File: src/rtl/lif_layer_tm.sv
// Time-multiplexed layer of leaky integrate-and-fire neurons: one shared
// accumulate/leak/threshold datapath sweeps every neuron once per input timestep.
module lif_layer_tm #(
  parameter int SYNAPSES       = 32,
  parameter int NEURONS        = 8,
  parameter int NIDX           = $clog2(NEURONS),
  parameter int MEMBRANE_BITS  = $clog2(SYNAPSES) + 2,
  parameter int THRESHOLD_BITS = MEMBRANE_BITS - 1,
  parameter int REFRAC_BITS    = 2
) (
  input  logic                             clk,
  input  logic                             reset,
  input  logic                             w_we,
  input  logic [NIDX-1:0]                  w_addr,
  input  logic [SYNAPSES-1:0]              w_data,
  input  logic [2:0]                       shift,
  input  logic [THRESHOLD_BITS-1:0]        threshold,
  input  logic                             reset_mode,
  input  logic [REFRAC_BITS-1:0]           refractory,
  input  logic                             in_valid,
  output logic                             in_ready,
  input  logic [SYNAPSES-1:0]              in_spikes,
  output logic                             out_valid,
  input  logic                             out_ready,
  output logic [NEURONS-1:0]               out_spikes,
  output logic                             mem_valid,
  output logic [NIDX-1:0]                  mem_idx,
  output logic signed [MEMBRANE_BITS-1:0]  mem_value,
  output logic [1:0]                       fsm_state
);
  localparam int M  = MEMBRANE_BITS;
  localparam int CW = $clog2(SYNAPSES + 1);
  localparam int AW = M + 2;
  localparam logic [NIDX-1:0] LAST = NIDX'(NEURONS - 1);

  typedef enum logic [1:0] {
    S_IDLE = 2'd0,
    S_RUN  = 2'd1,
    S_DONE = 2'd2
  } state_t;

  state_t                   state;
  logic [NIDX-1:0]          idx;
  logic [SYNAPSES-1:0]      x_q;
  logic [2:0]               shift_q;
  logic [THRESHOLD_BITS-1:0] thr_q;
  logic                     mode_q;
  logic [REFRAC_BITS-1:0]   refr_q;

  logic [SYNAPSES-1:0]      w_mem [NEURONS];
  logic signed [M-1:0]      u_mem [NEURONS];
  logic [REFRAC_BITS-1:0]   r_mem [NEURONS];

  logic [SYNAPSES-1:0]      row;
  logic [CW-1:0]            cnt_hit;
  logic [CW-1:0]            cnt_all;
  logic signed [AW-1:0]     hit_w;
  logic signed [AW-1:0]     all_w;
  logic signed [AW-1:0]     psp;
  logic signed [M-1:0]      u_cur;
  logic signed [M-1:0]      u_shr;
  logic signed [M-1:0]      d;
  logic signed [AW-1:0]     d_w;
  logic signed [AW-1:0]     sum;
  logic signed [M-1:0]      a;
  logic signed [M-1:0]      thr_ext;
  logic [REFRAC_BITS-1:0]   r_cur;
  logic                     refr_busy;
  logic                     spike;
  logic signed [M-1:0]      u_new;
  logic [REFRAC_BITS-1:0]   r_new;

  function automatic logic [CW-1:0] popcount(input logic [SYNAPSES-1:0] v);
    logic [CW-1:0] c;
    c = '0;
    for (int i = 0; i < SYNAPSES; i++) c = c + CW'(v[i]);
    return c;
  endfunction

  // Handshakes: a transfer happens on a rising edge where valid and ready are
  // both high. in_ready is only high in IDLE (and never during reset); out_valid
  // holds with stable out_spikes until out_ready is seen.
  assign in_ready  = (state == S_IDLE) && !reset;
  assign out_valid = (state == S_DONE);
  assign mem_valid = (state == S_RUN);
  assign mem_idx   = idx;
  assign mem_value = u_new;
  assign fsm_state = state;

  always_comb begin
    row       = w_mem[idx];
    u_cur     = u_mem[idx];
    r_cur     = r_mem[idx];
    refr_busy = (r_cur != '0);
    cnt_hit   = popcount(x_q & row);
    cnt_all   = popcount(x_q);
    hit_w     = AW'(cnt_hit);
    all_w     = AW'(cnt_all);
    psp       = refr_busy ? '0 : ((hit_w <<< 1) - all_w);
    u_shr     = u_cur >>> shift_q;
    d         = (shift_q == 3'd0) ? u_cur : (u_cur - u_shr);
    d_w       = {{(AW-M){d[M-1]}}, d};
    sum       = d_w + psp;
    // Clamp when the upper bits are not a pure sign extension.
    if ((sum[AW-1:M-1] == '0) || (sum[AW-1:M-1] == '1)) a = sum[M-1:0];
    else if (sum[AW-1])                                    a = {1'b1, {(M-1){1'b0}}};
    else                                                   a = {1'b0, {(M-1){1'b1}}};
    thr_ext   = $signed({1'b0, thr_q});
    spike     = !refr_busy && (a >= thr_ext);
    if (spike) begin
      u_new = mode_q ? (a - thr_ext) : '0;
      r_new = refr_q;
    end else begin
      u_new = a;
      r_new = refr_busy ? (r_cur - REFRAC_BITS'(1)) : r_cur;
    end
  end

  always_ff @(posedge clk or posedge reset) begin
    if (reset) begin
      for (int n = 0; n < NEURONS; n++) w_mem[n] <= '0;
    end else if (w_we) begin
      w_mem[w_addr] <= w_data;
    end
  end

  always_ff @(posedge clk or posedge reset) begin
    if (reset) begin
      state      <= S_IDLE;
      idx        <= '0;
      x_q        <= '0;
      shift_q    <= '0;
      thr_q      <= '0;
      mode_q     <= 1'b0;
      refr_q     <= '0;
      out_spikes <= '0;
      for (int n = 0; n < NEURONS; n++) begin
        u_mem[n] <= '0;
        r_mem[n] <= '0;
      end
    end else begin
      case (state)
        S_IDLE: begin
          if (in_valid) begin
            x_q     <= in_spikes;
            shift_q <= shift;
            thr_q   <= threshold;
            mode_q  <= reset_mode;
            refr_q  <= refractory;
            idx     <= '0;
            state   <= S_RUN;
          end
        end
        S_RUN: begin
          u_mem[idx]      <= u_new;
          r_mem[idx]      <= r_new;
          out_spikes[idx] <= spike;
          if (idx == LAST) state <= S_DONE;
          else             idx   <= idx + NIDX'(1);
        end
        S_DONE: begin
          if (out_ready) state <= S_IDLE;
        end
        default: state <= S_IDLE;
      endcase
    end
  end
endmodule

File: config.mk
export PLATFORM = sky130hd
export DESIGN_NAME = lif_layer_tm
export DESIGN_NICKNAME = d
export VERILOG_FILES = /design/src/rtl/lif_layer_tm.sv
export SDC_FILE = /design/constraint.sdc
export NUM_CORES = 1
export LEC_CHECK = 0
export BUFFER_PORTS_ARGS = -buffer_cell sky130_fd_sc_hd__buf_2
export CAP_MARGIN = 20
export CORE_ASPECT_RATIO = 1.25
export CORE_MARGIN = 5
export CORE_UTILIZATION = 50
export CTS_CLUSTER_DIAMETER = 120
export CTS_CLUSTER_SIZE = 25
export DETAILED_ROUTE_END_ITERATION = 6
export GPL_ROUTABILITY_DRIVEN = 0
export PLACE_DENSITY = 0.7
export SYNTH_ARGS = -nofsm -noshare
export SYNTH_HDL_FRONTEND = slang
export SYNTH_SLANG_ARGS = --single-unit
File: constraint.sdc
create_clock -name clk -period 21.2 [get_ports clk]
set_input_delay 2.12 -clock clk [delete_from_list [all_inputs] [get_ports clk]]
set_output_delay 2.12 -clock clk [all_outputs]
set_load 0.05 [all_outputs]
# == Word level (Yosys, flattened, before mapping) ==
# Index checks and enable logic that the tools add are counted.
# totals
input_bits,84
reg_bits,385
elab_cells,171
out_inout_bits,23
# classes
eq_ne,8
reduce_logical,16
add_sub_neg,68
mux,36
bitwise_logic,3
shifts,1
n_lt_le_gt_ge,7
# op_table
operator,n
6-bit by 1-bit adder with 6-bit output,52
256-bit bitwise mux,1
32-bit binary-select mux with 3-bit select,1
32-bit demux with 3-bit select,1
32-bit 2-to-1 mux,3
56-bit bitwise mux,1
7-bit 2-to-1 mux,8
32-bit AND,1
7-bit binary-select mux with 3-bit select,1
7-bit demux with 3-bit select,1
16-bit bitwise mux,1
2-bit 2-to-1 mux,8
5-bit by 1-bit adder with 6-bit output,2
4-bit by 1-bit adder with 5-bit output,2
7-bit by 9-bit adder with 9-bit output,1
9-bit 2-to-1 mux,1
3-bit by 1-bit adder with 4-bit output,2
8-bit bitwise mux,1
"4-bit >= comparator, second input constant",2
"4-bit by 1-bit less-than comparator with 1-bit output, second input constant",2
3-bit NOT with 4-bit output,2
7-bit by 6-bit subtractor with 8-bit output,1
7-bit >= comparator,1
7-bit by 3-bit >>> shifter with 7-bit output,1
other kinds (28),42

# == Longest topological paths before layout ==
# Gate-level depths: netlist of the first run.
# depth
ltp_word,46
mapped_depth,54
ltp_nobuf,49

# == Least setup slack after synthesis of the first run ==
# Ideal clock, no wire load.
# synth_timing
path_kind,reg-to-output
startpoint,"reg idx[0], in the netlist mem_idx[0]"
endpoint,out mem_value[3]
path_stages_with_launch,52
setup_slack_ns,5.406
t_arrival_ns,13.674
cell_sequence,dfrtp_1 > buf_2 > buf_4 > buf_2 > buf_2 > buf_2 > mux4_2 > mux2_2 > nand2_1 > fa_1 > fa_1 > inv_1 > fa_1 > inv_1 > fa_1 > fa_1 > inv_1 > fa_1 > (+16 left out) > xor2_1 > nor2_1 > ha_1 > nor2b_1 > nor2_1 > a21o_1 > nor2_1 > nand2_1 > inv_1 > o22ai_1 > ha_1 > a21oi_1 > nand3b_1 > and3b_1 > a21o_1 > o21ai_0 > a21oi_1 > nor2_1
# synth_via
elab_chain_len,45
# synth_rtl
element,line,text
from (decl),43,logic [NIDX-1:0] idx;
from (signal assigned),159,else idx <= idx + NIDX'(1);
3-bit NOT with 4-bit output (not written as such) *,"91, 92, 93",
32-bit binary-select mux with 3-bit select,91,row = w_mem[idx];
32-bit 2-to-1 mux (not written as such) (2 in a row),91,
32-bit AND,95,cnt_hit = popcount(x_q & row);
1-bit by 1-bit adder with 2-bit output,76,for (int i = 0; i < SYNAPSES; i++) c = c + CW'(v[i]);
2-bit by 1-bit adder with 3-bit output,76,
3-bit by 1-bit adder with 4-bit output,76,
4-bit by 1-bit adder with 5-bit output,76,
(+28 left out),--,
9-bit 2-to-1 mux,99,psp = refr_busy ? '0 : ((hit_w <<< 1) - all_w);
7-bit by 9-bit adder with 9-bit output,103,sum = d_w + psp;
3-bit equality test / 3-bit logical NOT (equally long branches),105,if ((sum[AW-1:M-1] == '0) || (sum[AW-1:M-1] == '1)) a = sum[M-1:0];
1-bit logical OR,105,
7-bit 2-to-1 mux,105,
7-bit by 6-bit subtractor with 7-bit output / 7-bit >= comparator (equally long branches),"111, 109",
7-bit 2-to-1 mux / 1-bit logical AND (equally long branches),"111, 109",
7-bit 2-to-1 mux *,110,if (spike) begin
to (decl),28,"output logic signed [MEMBRANE_BITS-1:0] mem_value,"
# Every way passes the cells marked *; elsewhere a longest branch is shown, timed or not. The select of a mux whose other input is x is not followed.

# == Worst setup path in the final report of the first run ==
# layout_timing
startpoint,"reg idx[2], in the netlist mem_idx[2]"
endpoint,out mem_value[3]
# Same word-level chain as after synthesis.

==> metrics.yaml, run 1 <==
detailed_routing:
  drtAntennaViolNets: 0
  route.final.wire_length_um: 46700
  dr.pass1.iters: 6
  drt-wirelength-per-cell_um: 21.3
  drc: 0
  via_count: 12600
  first_iter_violations: 844
  vias_per_cell: 5.73
logic_synthesis:
  mapped_avg_cell_area_um2: 12.9
  synth-edff-count: 0
  syn_inst: 1579
  post_synth_cell_types: 66
  synth_top_area_share_pct: 47.2
  synth-main-ff-cell: "dfrtp_1"
  ys_ff_latch: 385
  async_reset_ff_share_pct: 100
  sequential_element_share_of_the_synthesized_area_pct: 47.2
  synth_nets: 1779
  yosysTopAreaCell: "dfrtp_1"
  yosys-top-cells-area: "dfrtp_1 47%, mux2_2 18%, mux4_2 9.0%"
  yosysWarningCount: 0
  netlist_area_um2: 20400
floorplanning:
  ios: 107
  fp.dieW_um: 191
  die_y_um: 236
  area_inside_the_core_boundary_um2: 40200
  initial_core_util_pct: 50.8
  die-area_um2: 45000
  fp-row-count: 82
sta:
  report.final.hold_viol_count: 0
  worst_slew_pin_slew_ns: 1.12
  grt_setup_unrepaired: "false"
  setup-violations-final: 0
  worst_slew_margin_pct: 25.6
  fmax_mhz: 56.9
  fin_skew_ns: 0.0182
  finalCriticalPeriod_ns: 17.59
  final.period_utilization_pct: 83.0
  finalMaxSlewViolations: 0
  timing.setup.tns_ns: 0
global_routing:
  number_of_antenna_violations_at_the_first_check_in_global_routing: 7
  wire_length_of_the_first_global_routing_pass_um: 74400
  grt.overflow.total: 0
  global_route.usage.met3_pct: 2.77
  grt_start_max_net_pins: 197
  track_usage_pct: 20.9
  globalRouteMet2Util_pct: 36.9
  busiest_layer: "met2"
  number_of_global_route_vias_before_repair: 13400
  grt.met1_usage_pct: 27.1
critical_path:
  crit_required_ns: 19.08
  critical_path_class: "reg -> out"
  critical_path.startpoint_type: "flop"
  stage_delay_of_the_slowest_cell_on_the_critical_path_ns: 0.73
  cp_common_cell: "fa_1"
  cp_max_fo: 39
  crit_slowest_cell: "dfrtp_4"
  critPathArrivalTime_ns: 15.47
  end_kind: "primary output"
clock_network:
  insertion_delay_ns: 0.54
  cts.sink_count: 385
  level_count_of_the_clock_h_tree: 1
  cts.path.max_buffers: 3
  clock-root-buffer: "clkbuf_16"
  tritoncts_clock_tree: "done"
  post_cts.resized_instances: 0
  hold_buffers: 0
  tritoncts.num_buffers: 19
  cts_setup_buffers: 0
  clk_pin_slew_worst_paths_ns: 0.10
placement:
  placed_area_um2: 21500
  post-dp-hpwl_um: 31600
  portBuffers: 106
layout:
  total_non_filler_cell_area_in_the_finished_layout_um2: 22000
  postLayoutCoreUtil_pct: 54.7
  layout.cells.most_common: "dfrtp_1"
  num-nets-final: 1848
  flow.area_growth_from_synthesis_pct: 7.76
  final_cell_mix: "382 x dfrtp_1, 329 x mux2_2, 135 x inv_1, 130 x nand2_1, 107 x buf_2"
  post_route_cells_drive_above_1_share_pct: 35.0
hold_path:
  hold_path.class: "reg -> reg"
run:
  max_cap_violations: 0
run_status:
  status: "complete, no violations"
==> cell type report <==
cell class	instances	area (µm²)
fillers	3436	18200
clock buffers	20	479
diodes	3	7.51
repair buffers	123	668
inverters	138	526
well taps	546	683
flip-flops and latches	385	9640
multi-input cells	981	9960
clock inverters	3	27.5
==> registers in the layout, summed over array words and instances (netlist names) <==
name,cells
x_q,32
u_mem,56
mem_idx,3
thr_q,6
w_mem,256
out_spikes,8
refr_q,2
fsm_state,2
mode_q,1
shift_q,3
r_mem,16
==> final timing paths <==
check | from | endpoint | slack [ns] | cells after the start
max reg2reg | mem_idx[2] | r_mem[1] | 6.13 | 46
min in group asynchronous | reset | fsm_state[1] | 1.74 | 2
min | out_spikes[4] | out_spikes[4] | 0.48 | 2
min reg2reg | out_spikes[4] | out_spikes[4] | 0.48 | 2
max | mem_idx[2] | mem_value[3] | 3.61 | 47
max in group asynchronous | reset | w_mem[156] | 17.07 | 4
==> critical path, delay by kind of cell (launching register included) <==
kind,cells,cell delay (ns)
flops,1,0.73
compound gates,8,1.95
mux,2,0.85
buf+inv,9,1.75
fa+ha+maj,18,7.81
simple gates,9,1.58
xor+xnor,1,0.16
==> Yosys cell counts (all sizes together) (4+ instances only) <==
cell    instances
nor2           45
nor3           10
mux2i          15
nor2b           7
a21o           16
buf            27
fa             56
o31ai          20
inv           137
o21ai          81
nor3b           5
mux2          332
ha             60
mux4           82
xnor2          11
nand2b          9
and2            4
a21oi          30
dfrtp         385
clkbuf         48
or3             4
nand2         131
nand3           9
nand4           6
xor2            4
==> per-stage QoR <==
stage	hold slack (ns)	instances	worst slack, ns
6_report	0.479	2199	3.61
3_3_place_gp	0.457	2171	4.49
3_5_place_dp	0.465	2172	4.19
4_1_cts	0.488	2195	3.58
2_1_floorplan	0.443	1579	5.41
5_1_grt	0.518	2198	2.88
==> logic make-up (layout without fill, tap and decap cells) <==
group	Yosys count	count (layout)	share of synthesized area [%]
other cells	0	3	0
buf+inv	213	284	4.12
xor+xnor	15	15	0.644
mux	429	429	28.2
compound gates	177	177	5.33
fa+ha+maj	116	116	9.17
flops	385	385	47.2
simple gates	244	244	5.39
==> layer usage <==
| metal | wire length, µm | up-vias |
|---|---|---|
| met5 | 46 | - |
| met4 | 1160 | 6 |
| met3 | 2120 | 80 |
| met2 | 24400 | 297 |
| met1 | 19000 | 6534 |
| li1 | - | 5675 |
Power of run 1 is left out: the tool's default activity adds up to more than one toggle a clock period on the data nets, which glitch-free logic cannot reach.
==> run 2: changes to the inputs <==
==> constraint.sdc (replaced) <==
create_clock -name clk -period 17.36 [get_ports clk]
set_input_delay 1.736 -clock clk [delete_from_list [all_inputs] [get_ports clk]]
set_output_delay 1.736 -clock clk [all_outputs]
set_load 0.05 [all_outputs]
==> metrics.yaml, run 2 (synthesized netlist as in run 1, its figures left out) <==
clock_network:
  clk_pin_slew_worst_paths_ns: 0.10
  insertion_delay_ns: 0.54
  tritoncts_clock_tree: "done"
  cts_setup_buffers: 0
  cts.path.max_buffers: 3
  level_count_of_the_clock_h_tree: 1
  cts.sink_count: 385
  clock-root-buffer: "clkbuf_16"
  hold_buffers: 0
  tritoncts.num_buffers: 19
  post_cts.resized_instances: 0
layout:
  fillCellCount: 3431
  flow.area_growth_from_synthesis_pct: 8.27
  num-nets-final: 1855
  final_cell_mix: "382 x dfrtp_1, 329 x mux2_2, 135 x inv_1, 130 x nand2_1, 107 x buf_2"
  post_route_cells_drive_above_1_share_pct: 35.3
  layout.cells.most_common: "dfrtp_1"
  largest_reg_flops: 256
  largest_registers: "w_mem x256, u_mem x56, x_q x32"
  biggest_register: "w_mem"
sta:
  worst_slew_pin_slew_ns: 0.971
  setup-violations-final: 0
  fmax_mhz: 60.0
  finalCriticalPeriod_ns: 16.66
  worst_slew_margin_pct: 34.7
  timing.setup.tns_ns: 0
  grt_setup_unrepaired: "false"
  finalMaxSlewViolations: 0
  fin_skew_ns: 0.0173
  report.final.hold_viol_count: 0
  final.period_utilization_pct: 96.0
global_routing:
  grt_start_max_net_pins: 151
  track_usage_pct: 21.1
  wire_length_of_the_first_global_routing_pass_um: 75300
  number_of_antenna_violations_at_the_first_check_in_global_routing: 5
  grt.overflow.total: 0
  number_of_global_route_vias_before_repair: 13600
placement:
  portBuffers: 106
  post-dp-hpwl_um: 31800
floorplanning:
  initial_core_util_pct: 50.8
  fp-row-count: 82
  fp.dieW_um: 191
  die_y_um: 236
  area_inside_the_core_boundary_um2: 40200
  ios: 107
  die-area_um2: 45000
critical_path:
  crit_slowest_cell: "dfrtp_4"
  cp_max_fo: 41
  critPathArrivalTime_ns: 14.92
  end_kind: "primary output"
  first_element_of_the_critical_path: "mem_idx[0]"
  critical_path_class: "reg -> out"
  crit_required_ns: 15.62
  rr_startpoint: "mem_idx[0]"
  stage_delay_of_the_slowest_cell_on_the_critical_path_ns: 0.95
  critical_path.startpoint_type: "flop"
  cp_common_cell: "fa_1"
hold_path:
  hold_path.class: "reg -> reg"
  hold_path.startpoint: "out_spikes[2]"
detailed_routing:
  drt-wirelength-per-cell_um: 21.4
  via_count: 12600
  drc: 0
  first_iter_violations: 833
  dr.pass1.iters: 5
  route.final.wire_length_um: 47100
  vias_per_cell: 5.70
  drtAntennaViolNets: 0
run_status:
  status: "complete, no violations"
run:
  max_cap_violations: 0
run 2: cell count changes in the layout (fill, tap and decap cells not counted), sizes merged:
cell / previous run / this run
diode: 3 / 2
inv: 139 / 137
buf: 123 / 129
clkinvlp: 1 / 0
clkinv: 1 / 2
clkbuf: 20 / 22
run 2: path summary, 6_finish.rpt:
kind | endpoint | slack (ns) | cells past startpoint
min | out_spikes[2] | 0.48 | 2
max | mem_value[4] | 0.70 | 46
min reg2reg | out_spikes[2] | 0.48 | 2
max reg2reg | r_mem[7] | 2.88 | 45
min in group asynchronous | fsm_state[1] | 1.10 | 2
max in group asynchronous | w_mem[189] | 14.41 | 4
run 2: cell type report:
| type | instances | area (µm²) | share of cell area, % |
|---|---|---|---|
| well taps | 546 | 683 | 3.09 |
| clock inverters | 1 | 16.3 | 0.0736 |
| multi-input cells | 981 | 9970 | 45.1 |
| repair buffers | 130 | 768 | 3.48 |
| inverters | 138 | 526 | 2.38 |
| clock buffers | 21 | 493 | 2.23 |
| diodes | 2 | 5.00 | 0.0226 |
| flip-flops and latches | 385 | 9640 | 43.6 |
run 2: stage by stage:
stage / cells / hold slack (ns) / instance area [µm²] / utilization (%) / setup slack (ns)
floorplan: 1579 / 0.443 / 20400 / - / 1.95
global placement: 2175 / 0.457 / 21500 / 53.4 / 1.63
detailed placement: 2175 / 0.465 / 21500 / 53.4 / 1.37
CTS: 2197 / 0.487 / 22000 / 54.7 / 0.725
global route: 2202 / 0.506 / 22100 / 54.9 / 0.0135
finish: 2204 / 0.481 / 22100 / 55.0 / 0.703
run 2: critical path: cells and delay by family (launching register included):
kind / cells / cell delay, ns
compound gates: 8 / 1.93
fa+ha+maj: 18 / 7.85
simple gates: 9 / 1.57
xor+xnor: 1 / 0.16
flops: 1 / 0.95
buf+inv: 8 / 1.06
mux: 2 / 0.82
run 2: metal layers:
metal	wire length [µm]	share of wire (%)	track usage (%)	vias up
met5	41	0.087	0	-
met4	1220	2.6	5.60	6
met3	1840	3.9	2.62	82
met2	24500	52	37.6	272
met1	19500	41	27.4	6508
li1	-	-	-	5702
Power of run 2 is left out for the same reason.
